$ cat src/rtl/spi_prog_loader.sv
// Image-buffer to serial loader for tt_um_tiny_processor: streams instruction then register words
// MSB-first with a per-word done_in handshake, or reads them back and records the first mismatch.
module spi_prog_loader #(
  parameter int nInstructions = 16,
  parameter int nRegisters    = 16,
  parameter int DATA_W        = 8,
  parameter int CLK_DIV       = 2,
  parameter int TIMEOUT       = 64,
  parameter int AW = ($clog2((nInstructions > nRegisters) ? nInstructions : nRegisters) < 1) ? 1 :
                      $clog2((nInstructions > nRegisters) ? nInstructions : nRegisters)
) (
  input  logic              clk,
  input  logic              rst_n,
  input  logic              img_we,
  input  logic              img_seg,
  input  logic [AW-1:0]     img_addr,
  input  logic [DATA_W-1:0] img_wdata,
  input  logic              start,
  input  logic              verify,
  output logic [1:0]        mode_out,
  output logic              rd_out,
  output logic              sclk,
  output logic              mosi_out,
  input  logic              miso,
  input  logic              done_in,
  output logic              busy,
  output logic              done_out,
  output logic              err_out,
  output logic              err_seg,
  output logic [AW-1:0]     err_addr
);

  localparam int PW = $clog2(2 * CLK_DIV);
  localparam int BW = (DATA_W > 1) ? $clog2(DATA_W) : 1;
  localparam int TW = $clog2(TIMEOUT + 1);

  typedef enum logic [1:0] {S_IDLE, S_SHIFT, S_ACK, S_DONE} state_e;

  state_e            state_q, state_d;
  logic              seg_q, seg_d;
  logic [AW-1:0]     addr_q, addr_d;
  logic [BW-1:0]     bit_q, bit_d;
  logic [PW-1:0]     phase_q, phase_d;
  logic [TW-1:0]     tmo_q, tmo_d;
  logic              verify_q, verify_d;
  logic [DATA_W-1:0] cap_q, cap_d;
  logic              err_q, err_d;
  logic              err_seg_q, err_seg_d;
  logic [AW-1:0]     err_addr_q, err_addr_d;
  logic [DATA_W-1:0] instr_q [nInstructions];
  logic [DATA_W-1:0] instr_d [nInstructions];
  logic [DATA_W-1:0] regs_q  [nRegisters];
  logic [DATA_W-1:0] regs_d  [nRegisters];
  logic [DATA_W-1:0] cur_word;

  assign busy     = (state_q == S_SHIFT) || (state_q == S_ACK);
  assign cur_word = seg_q ? regs_q[addr_q] : instr_q[addr_q];
  assign sclk     = (state_q == S_SHIFT) && (phase_q >= PW'(CLK_DIV));
  assign mosi_out = (state_q == S_SHIFT) && !verify_q && cur_word[BW'(DATA_W - 1) - bit_q];
  assign mode_out = busy ? (seg_q ? 2'b10 : 2'b01) : 2'b00;
  assign rd_out   = busy && verify_q;
  assign done_out = (state_q == S_DONE);
  assign err_out  = err_q;
  assign err_seg  = err_seg_q;
  assign err_addr = err_addr_q;

  // Host writes land only between runs so the image cannot change under a transfer.
  always_comb begin
    instr_d = instr_q;
    regs_d  = regs_q;
    if (img_we && !busy) begin
      if (!img_seg && int'(img_addr) < nInstructions) instr_d[img_addr] = img_wdata;
      if (img_seg && int'(img_addr) < nRegisters)     regs_d[img_addr]  = img_wdata;
    end
  end

  always_comb begin
    // NOTE: every always_comb output gets a default first, otherwise unassigned paths infer latches.
    state_d    = state_q;
    seg_d      = seg_q;
    addr_d     = addr_q;
    bit_d      = bit_q;
    phase_d    = phase_q;
    tmo_d      = tmo_q;
    verify_d   = verify_q;
    cap_d      = cap_q;
    err_d      = err_q;
    err_seg_d  = err_seg_q;
    err_addr_d = err_addr_q;
    case (state_q)
      S_IDLE: begin
        if (start) begin
          state_d    = S_SHIFT;
          verify_d   = verify;
          err_d      = 1'b0;
          err_seg_d  = 1'b0;
          err_addr_d = '0;
          seg_d      = 1'b0;
          addr_d     = '0;
          bit_d      = '0;
          phase_d    = '0;
        end
      end
      S_SHIFT: begin
        if (phase_q == PW'(2 * CLK_DIV - 1)) begin
          cap_d   = DATA_W'({cap_q, miso});
          phase_d = '0;
          if (bit_q == BW'(DATA_W - 1)) begin
            state_d = S_ACK;
            bit_d   = '0;
            tmo_d   = '0;
          end else begin
            bit_d = bit_q + 1'b1;
          end
        end else begin
          phase_d = phase_q + 1'b1;
        end
      end
      S_ACK: begin
        // tmo_q is zero only on the entry cycle, when cap_q holds the complete word.
        if (verify_q && tmo_q == '0 && cap_q != cur_word && !err_q) begin
          err_d      = 1'b1;
          err_seg_d  = seg_q;
          err_addr_d = addr_q;
        end
        if (done_in) begin
          if (seg_q && addr_q == AW'(nRegisters - 1)) begin
            state_d = S_DONE;
          end else begin
            state_d = S_SHIFT;
            if (!seg_q && addr_q == AW'(nInstructions - 1)) begin
              seg_d  = 1'b1;
              addr_d = '0;
            end else begin
              addr_d = addr_q + 1'b1;
            end
          end
        end else if (tmo_q == TW'(TIMEOUT - 1)) begin
          state_d = S_DONE;
          if (!err_q) begin
            err_d      = 1'b1;
            err_seg_d  = seg_q;
            err_addr_d = addr_q;
          end
        end else begin
          tmo_d = tmo_q + 1'b1;
        end
      end
      S_DONE:  state_d = S_IDLE;
      default: state_d = S_IDLE;
    endcase
  end

  always_ff @(posedge clk or negedge rst_n) begin
    if (!rst_n) begin
      state_q    <= S_IDLE;
      seg_q      <= 1'b0;
      addr_q     <= '0;
      bit_q      <= '0;
      phase_q    <= '0;
      tmo_q      <= '0;
      verify_q   <= 1'b0;
      cap_q      <= '0;
      err_q      <= 1'b0;
      err_seg_q  <= 1'b0;
      err_addr_q <= '0;
      // NOTE: the image flops are reset as well, since a run after reset must stream zeros.
      instr_q    <= '{default: '0};
      regs_q     <= '{default: '0};
    end else begin
      // NOTE: non-blocking assignments so every flop samples the pre-edge values.
      state_q    <= state_d;
      seg_q      <= seg_d;
      addr_q     <= addr_d;
      bit_q      <= bit_d;
      phase_q    <= phase_d;
      tmo_q      <= tmo_d;
      verify_q   <= verify_d;
      cap_q      <= cap_d;
      err_q      <= err_d;
      err_seg_q  <= err_seg_d;
      err_addr_q <= err_addr_d;
      instr_q    <= instr_d;
      regs_q     <= regs_d;
    end
  end

endmodule

$ cat config.mk
export PLATFORM = sky130hd
export DESIGN_NAME = spi_prog_loader
export DESIGN_NICKNAME = d
export VERILOG_FILES = /design/src/rtl/spi_prog_loader.sv
export SDC_FILE = /design/constraint.sdc
export NUM_CORES = 1
export LEC_CHECK = 0
export CORE_ASPECT_RATIO = 1.25
export CORE_MARGIN = 4
export CORE_UTILIZATION = 52
export CTS_CLUSTER_DIAMETER = 40
export DETAILED_ROUTE_END_ITERATION = 16
export PLACE_DENSITY = 0.71
export SLEW_MARGIN = 15
export SYNTH_ARGS = -nofsm -noshare
export SYNTH_HDL_FRONTEND = slang
export SYNTH_SLANG_ARGS = --single-unit
$ cat constraint.sdc
create_clock -name clk -period 2.9 [get_ports clk]
set_clock_uncertainty 0.1 [all_clocks]
set_input_delay 0.29 -clock clk [delete_from_list [all_inputs] [get_ports clk]]
set_output_delay 0.29 -clock clk [all_outputs]
set_load 0.005 [all_outputs]
; ---- Word level (Yosys, flattened, before mapping)
; Cells that the tools add are included.
[op_classes]
n_reduce_logical = 32
n_mux = 59
bitwise_logic = 3
n_addsub = 5
order_cmp = 5
n_eq_ne = 17
[ops]
columns = op, n
row1 = bitwise mux 128 bit, 2
row2 = binary-select mux 8 bit (select 4 bit), 2
row3 = two-way mux 8 bit, 6
row4 = demux 8 bit (select 4 bit), 1
row5 = two-way mux 4 bit, 8
row6 = two-way mux 7 bit, 4
row7 = two-way mux 2 bit, 10
row8 = case mux 4 bit (2 select lines), 2
row9 = case mux 7 bit (2 select lines), 1
row10 = two-way mux 1 bit, 13
row11 = AND reduction 2 bit, 6
row12 = logical AND 1 bit, 11
row13 = greater-or-equal comparator 5 bit (second input constant), 2
row14 = inequality test 2 bit (second input constant), 5
row15 = NOT 4 -> 5 bit, 2
row16 = AND reduction 5 bit, 2
row17 = two-way mux 3 bit, 3
row18 = inequality test 8 bit, 1
row19 = case mux 2 bit (4 select lines), 1
row20 = AND reduction 4 bit, 2
row21 = adder 7 x 1 -> 7 bit (second input constant), 1
row22 = == test 7 x 6 -> 1 bit (second input constant), 1
row23 = logical NOT 7 bit, 1
row24 = == test 2 bit (second input constant), 3
row25 = other kinds (22), 31
[totals]
inputBits = 20
wordCells = 164
out_inout_bits = 13
regBits = 290

; ---- Depth between registers and ports, before layout
[logic_depth]
depth_word = 13
mapped_depth = 13
depth_no_buf = 10

; ---- Least setup slack after synthesis
; No wires, ideal clock.
[synth_path]
path_type = reg2reg
startpoint = register addr_q[0]
endpoint = register err_addr_q[0], in the netlist err_addr[0]
path_stages_with_launch = 11
t_arrival_ns = 2.736
setup_ns = 0.087
setup_slack_ns = -0.022
n_path_buf = 2
required_ns = 2.713
synth_period_minus_slack_ns = 2.922
cell_sequence = dfrtp_1 buf_6 buf_6 mux4_2 mux4_2 a21oi_2 xor2_1 nand4_1 o31ai_4 nand3_1 o211ai_1
[synth_via]
elab_chain_cells = 13
elab_cells_between_ends = 16
classes_between = eq/ne (1) / mux (12) / bitwise (1) / reduce/logical (2)
[synth_lines]
columns = item, line
row1 = from (decl), 41  ; logic [AW-1:0] addr_q, addr_d;
row2 = from (signal assigned), 174  ; addr_q <= addr_d;
row3 = NOT 4 -> 5 bit (not written as such), 57  ; assign cur_word = seg_q ? regs_q[addr_q] : instr_q[addr_q];
row4 = binary-select mux 8 bit (select 4 bit), 57
row5 = two-way mux 8 bit (not written as such) (2 in a row), 57
row6 = two-way mux 8 bit, 57
row7 = inequality test 8 bit, 121  ; if (verify_q && tmo_q == '0 && cap_q != cur_word && !err_q) begin
row8 = logical AND 1 bit (2 in a row), 121
row9 = two-way mux 4 bit, 121
row10 = two-way mux 4 bit, 140  ; if (!err_q) begin
row11 = two-way mux 4 bit, 138  ; end else if (tmo_q == TW'(TIMEOUT - 1)) begin
row12 = two-way mux 4 bit (*), 126  ; if (done_in) begin
row13 = case mux 4 bit (2 select lines) (*), 90  ; case (state_q)
row14 = to (signal assigned), 182  ; err_addr_q <= err_addr_d;
row15 = to (decl), 49  ; logic [AW-1:0] err_addr_q, err_addr_d;
; Mark *: on every way between the ends. The rest lies on a longest branch, timed or not. The select of a mux whose other input is x is not followed.
; A chain may end at the register's enable or synchronous reset.

; ---- Final worst setup path
[layout_path]
startpoint = register addr_q[1]
endpoint = output mosi_out
[layout_via]
elab_chain_cells = 8
elab_cells_between_ends = 11
classes_between = mux (9) / bitwise (1) / reduce/logical (1)
[layout_lines]
columns = item, line
row1 = NOT 4 -> 5 bit (not written as such) (*), 57
row2 = binary-select mux 8 bit (select 4 bit), 57
row3 = two-way mux 8 bit (not written as such) (2 in a row), 57
row4 = two-way mux 8 bit (*), 57
row5 = binary-select mux 1 bit (select 3 bit) (*), 59  ; assign mosi_out = (state_q == S_SHIFT) && !verify_q && cur_word[BW'(DATA_W - 1) - bit_q];
row6 = two-way mux 1 bit (not written as such) (*), 59
row7 = logical AND 1 bit (*), 59
row8 = to (decl), 23  ; output logic mosi_out,
; Marks and branches as above.

==> PnR_summary.wiki <==
{| class="wikitable"
! Metric !! Value
|-
| Finished Core Util || 0.6396
|-
| Total count of hold-check failures in the final report || 0
|-
| Count of H-tree levels built during CTS || 2
|-
| Internal power consumption || 11.83 mW
|-
| Number of max-capacitance violations reported || 0
|-
| Mean area per synthesized cell || 13.52 um2
|-
| Overall Power || 17.09 mW
|-
| Floorplan Core Area || 26100 um2
|-
| Leak || 7.642 nW
|-
| Filler Cell Count || 1984
|-
| Critical path launch point type || flop
|-
| Average wire per standard cell || 22.68 um
|-
| Total detailed-routing wirelength || 34.35 mm
|-
| Total placed instance area || 15180 um2
|-
| DR vias/cell || 5.947
|-
| CP Max Fanout || 7
|-
| RR Startpoint || addr_q[0]
|-
| Headroom to the max-slew limit || 0.4813
|-
| Share of synthesized cell area in and, or, nand and nor gates || 0.05917
|-
| Area contributors post-synth || sky130_fd_sc_hd__dfrtp_1, sky130_fd_sc_hd__mux2_2, sky130_fd_sc_hd__mux4_2
|-
| Fraction of layout instances using a drive strength above 1 || 0.4315
|-
| Combinational group share of total power || 0.337
|-
| Reg-to-reg setup timing slack || -0.47 ns
|-
| Share of the cycle needed by the critical path after routing || 1.269
|-
| Required time at the worst-slack endpoint || 2.51 ns
|-
| Number of antenna violations at the first check in global routing || 0
|-
| Proportion of synthesized area in mux cells || 0.3295
|-
| Crit path setup slack, layout || -0.7809 ns
|-
| Max Clock Freq || 271.7 MHz
|-
| Setup repair after global routing missed its margin || true
|-
| Die extent in y || 189.9 um
|-
| Synthesized-area fraction occupied by ao, oa, aoi and oai cells || 0.04172
|-
| Switching Share || 0.3077
|-
| Number of flops mapped to enable cells by yosys || 0
|-
| Result of the run || complete, but fails checks
|-
| Launching element of the worst setup path || addr_q[1]
|-
| Worst supply voltage drop on vdd || 0.6687 mV
|-
| Pin count of the biggest net entering global routing || 92
|-
| Full die area || 29160 um2
|-
| Maximum clock path buffer count || 3
|-
| Sequential share of power || 0.388
|-
| Post-synthesis instance total || 1018
|-
| Ys async rst share || 1.000
|-
| Combinational family with the most area after synthesis || multiplexers
|-
| Number of global-route vias before repair || 9468
|-
| Width of the chip || 153.5 um
|-
| RR Endpoint || err_addr[0]
|-
| Number of nets still failing antenna checks after routing || 0
|-
| Non-filler cells in the finished layout || 1515
|-
| Worst Setup End Kind || output pin
|-
| Ranking of synthesized cells by instance count || sky130_fd_sc_hd__dfrtp_1, sky130_fd_sc_hd__mux2_2, sky130_fd_sc_hd__mux2i_1
|-
| Vias after detailed routing || 9010
|-
| Fraction of synthesized cell area in xor and xnor cells || 0.008907
|-
| Violations in the final reports || setup timing
|-
| Period minus WS final || 3.681 ns
|-
| Worst min-delay path class || primary input to asynchronous set/reset pin
|-
| Count of inserted antenna diode cells || 0
|-
| Critical path arrival || 3.29 ns
|-
| Global-route wire length before repair || 54.35 mm
|-
| Number of buffers inserted during clock tree synthesis || 36
|-
| Count of cell types in the netlist || 49
|-
| Post-synthesis sequential element count || 290
|-
| Post-layout nets || 1179
|-
| Leading cell type by number of instances after synthesis || sky130_fd_sc_hd__dfrtp_1
|-
| Later-pin clock latency in the skew report || 0.51 ns
|-
| Biggest area consumer among synthesized cells || sky130_fd_sc_hd__dfrtp_1
|-
| Number of clock sinks || 290
|-
| Share of synthesized cell area in full adder, half adder and majority cells || 0.009997
|-
| Number of placement rows || 66
|-
| Clock tree from TritonCTS || done
|-
| Congestion Overflow GR || 0
|-
| Routability-driven placement congestion ratio || 0.8591
|-
| Net switching component of the power || 5.257 mW
|-
| Count of final setup violators || 7
|-
| Detailed placer's ending HPWL || 22.80 mm
|-
| Clock root buffer master || sky130_fd_sc_hd__clkbuf_16
|-
| Clk network pwr share || 0.275
|-
| Last element of the critical path || mosi_out
|-
| Total of warnings raised by yosys || 0
|-
| Worst-Margin Slew || 0.7781 ns
|-
| Top cell type's share of synthesized area || 0.5271
|-
| Total instance count after detailed placement || 1434
|-
| Power per unit of standard cell area || 1024 nW/um2
|-
| Sequential fraction of the synthesis area || 0.5271
|-
| All-layer global routing usage || 0.2374
|-
| Number of primary I/O pins || 33
|-
| Register-to-Register Path Depth || 13
|-
| TritonRoute pass-1 iters || 8
|-
| Signed area change from the synthesized netlist to the final layout || 21.23%
|-
| Number of nets in the synthesized netlist || 1049
|-
| Clk slew on worst S/H paths || 0.06 ns
|-
| Count of port buffers added during placement || 32
|-
| DRC violation count after routing || 0
|-
| Type of the worst setup path || flop to output pin
|-
| Mapped Area || 13770 um2
|-
| Starting Density || 0.5276
|-
| Final standard cell area without fillers || 16690 um2
|-
| Iteration-0 DRC count of the detailed router || 674
|-
| Dominant synthesized flop cell || sky130_fd_sc_hd__dfrtp_1
|-
| Max-slew violation count || 0
|}
-- worst min path at each step --
stage / start / end / depth (start not counted)
after global placement: rst_n / err_addr[3] / 1
final: rst_n / err_addr[3] / 2
after floorplan: rst_n / addr_q[0] / 0
after CTS: verify / verify_q / 2
after detailed placement: rst_n / err_addr[0] / 1
after global routing: verify / verify_q / 2
-- metal layers --
layer | vias up | global-route usage | part of all wire
li1 | 3999 | - | -
met1 | 4733 | 0.3118 | 0.42
met2 | 222 | 0.4157 | 0.51
met3 | 56 | 0.03823 | 0.044
met4 | 0 | 0.05912 | 0.023
met5 | - | 0 | 0
-- metrics by stage --
stage	worst slack, ns	TNS [ns]	hold WS [ns]
detailed placement	-0.7485	-4.056	0.2917
global placement	-0.9170	-3.942	0.2886
finish	-0.7809	-3.456	0.3151
CTS	-0.7853	-3.426	0.3038
floorplan	0.01947	0	-0.1056
global route	-0.8611	-4.333	0.3127
-- layout make-up --
| class | count | area [um2] | share of cell area |
|---|---|---|---|
| Multi-Input combinational cell | 654 | 6264 | 0.3753 |
| Timing Repair Buffer | 157 | 1438 | 0.08614 |
| Clock inverter | 20 | 271.5 | 0.01627 |
| Sequential cell | 290 | 7262 | 0.4351 |
| Clock buffer | 45 | 996.0 | 0.05967 |
| Inverter | 9 | 33.78 | 0.002024 |
| Tap cell | 340 | 425.4 | 0.02549 |
-- cell families (layout without fill, tap and decap cells) --
kind of cell | Yosys count | after routing
muxes | 375 | 375
AOI/OAI and AO/OA | 84 | 84
DFF | 290 | 290
adders and majority gates | 11 | 11
buffers and inverters | 74 | 231
and+or+nand+nor | 170 | 170
xor gates and xnor gates | 14 | 14
-- power groups by stage --
stage,logic (mW),registers (mW),clock network (mW)
final,5.75,6.63,4.70
after global routing,6.19,6.81,4.97
after CTS,5.65,6.62,4.79
after detailed placement,5.41,6.66,0
after global placement,5.31,6.58,0
after floorplan,3.74,6.32,0
-- critical path, stage by stage, from the launching register on --
cell                        delay, ns
sky130_fd_sc_hd__dfrtp_4         0.53
sky130_fd_sc_hd__buf_12          0.13
sky130_fd_sc_hd__mux4_2          0.51
sky130_fd_sc_hd__mux4_2          0.51
sky130_fd_sc_hd__mux2_4          0.28
sky130_fd_sc_hd__mux4_2          0.49
sky130_fd_sc_hd__nor2_2          0.12
sky130_fd_sc_hd__a2111oi_2       0.05
sky130_fd_sc_hd__buf_2           0.14
-- what timing repair did --
item                                    in CTS  in global routing
endpoints found under the setup margin       7                  7
gates cloned                                 1                  0
pin swaps                                    6                  8
hold endpoints to repair                    83                  0
hold buffers                                 1                  0
buffers inserted                             7                 10
resized for setup                           21                  8
-- state kept, by name (all words and copies together) (netlist names) --
name      count
phase_q       2
bit_q         3
addr_q        4
tmo_q         7
state_q       2
err_out       1
verify_q      1
regs_q      128
instr_q     128
seg_q         1
cap_q         8
err_addr      4
err_seg       1
-- layout by cell type (no fill, tap or decap), types with 8 or more instances in the layout --
| cell | n |
|---|---|
| sky130_fd_sc_hd__dfrtp_1 | 288 |
| sky130_fd_sc_hd__nand3_1 | 21 |
| sky130_fd_sc_hd__nor2_1 | 39 |
| sky130_fd_sc_hd__buf_12 | 11 |
| sky130_fd_sc_hd__inv_1 | 9 |
| sky130_fd_sc_hd__nor2b_1 | 9 |
| sky130_fd_sc_hd__inv_6 | 8 |
| sky130_fd_sc_hd__clkdlybuf4s50_1 | 30 |
| sky130_fd_sc_hd__mux2i_1 | 72 |
| sky130_fd_sc_hd__a21oi_1 | 20 |
| sky130_fd_sc_hd__xnor2_1 | 8 |
| sky130_fd_sc_hd__mux4_2 | 36 |
| sky130_fd_sc_hd__nand2_1 | 49 |
| sky130_fd_sc_hd__clkbuf_16 | 37 |
| sky130_fd_sc_hd__a22oi_1 | 27 |
| sky130_fd_sc_hd__mux2_2 | 265 |
| sky130_fd_sc_hd__ha_1 | 11 |
| sky130_fd_sc_hd__nand4_1 | 9 |
| sky130_fd_sc_hd__buf_4 | 108 |
| sky130_fd_sc_hd__o21ai_0 | 9 |
(Power assumes the default switching activity.)
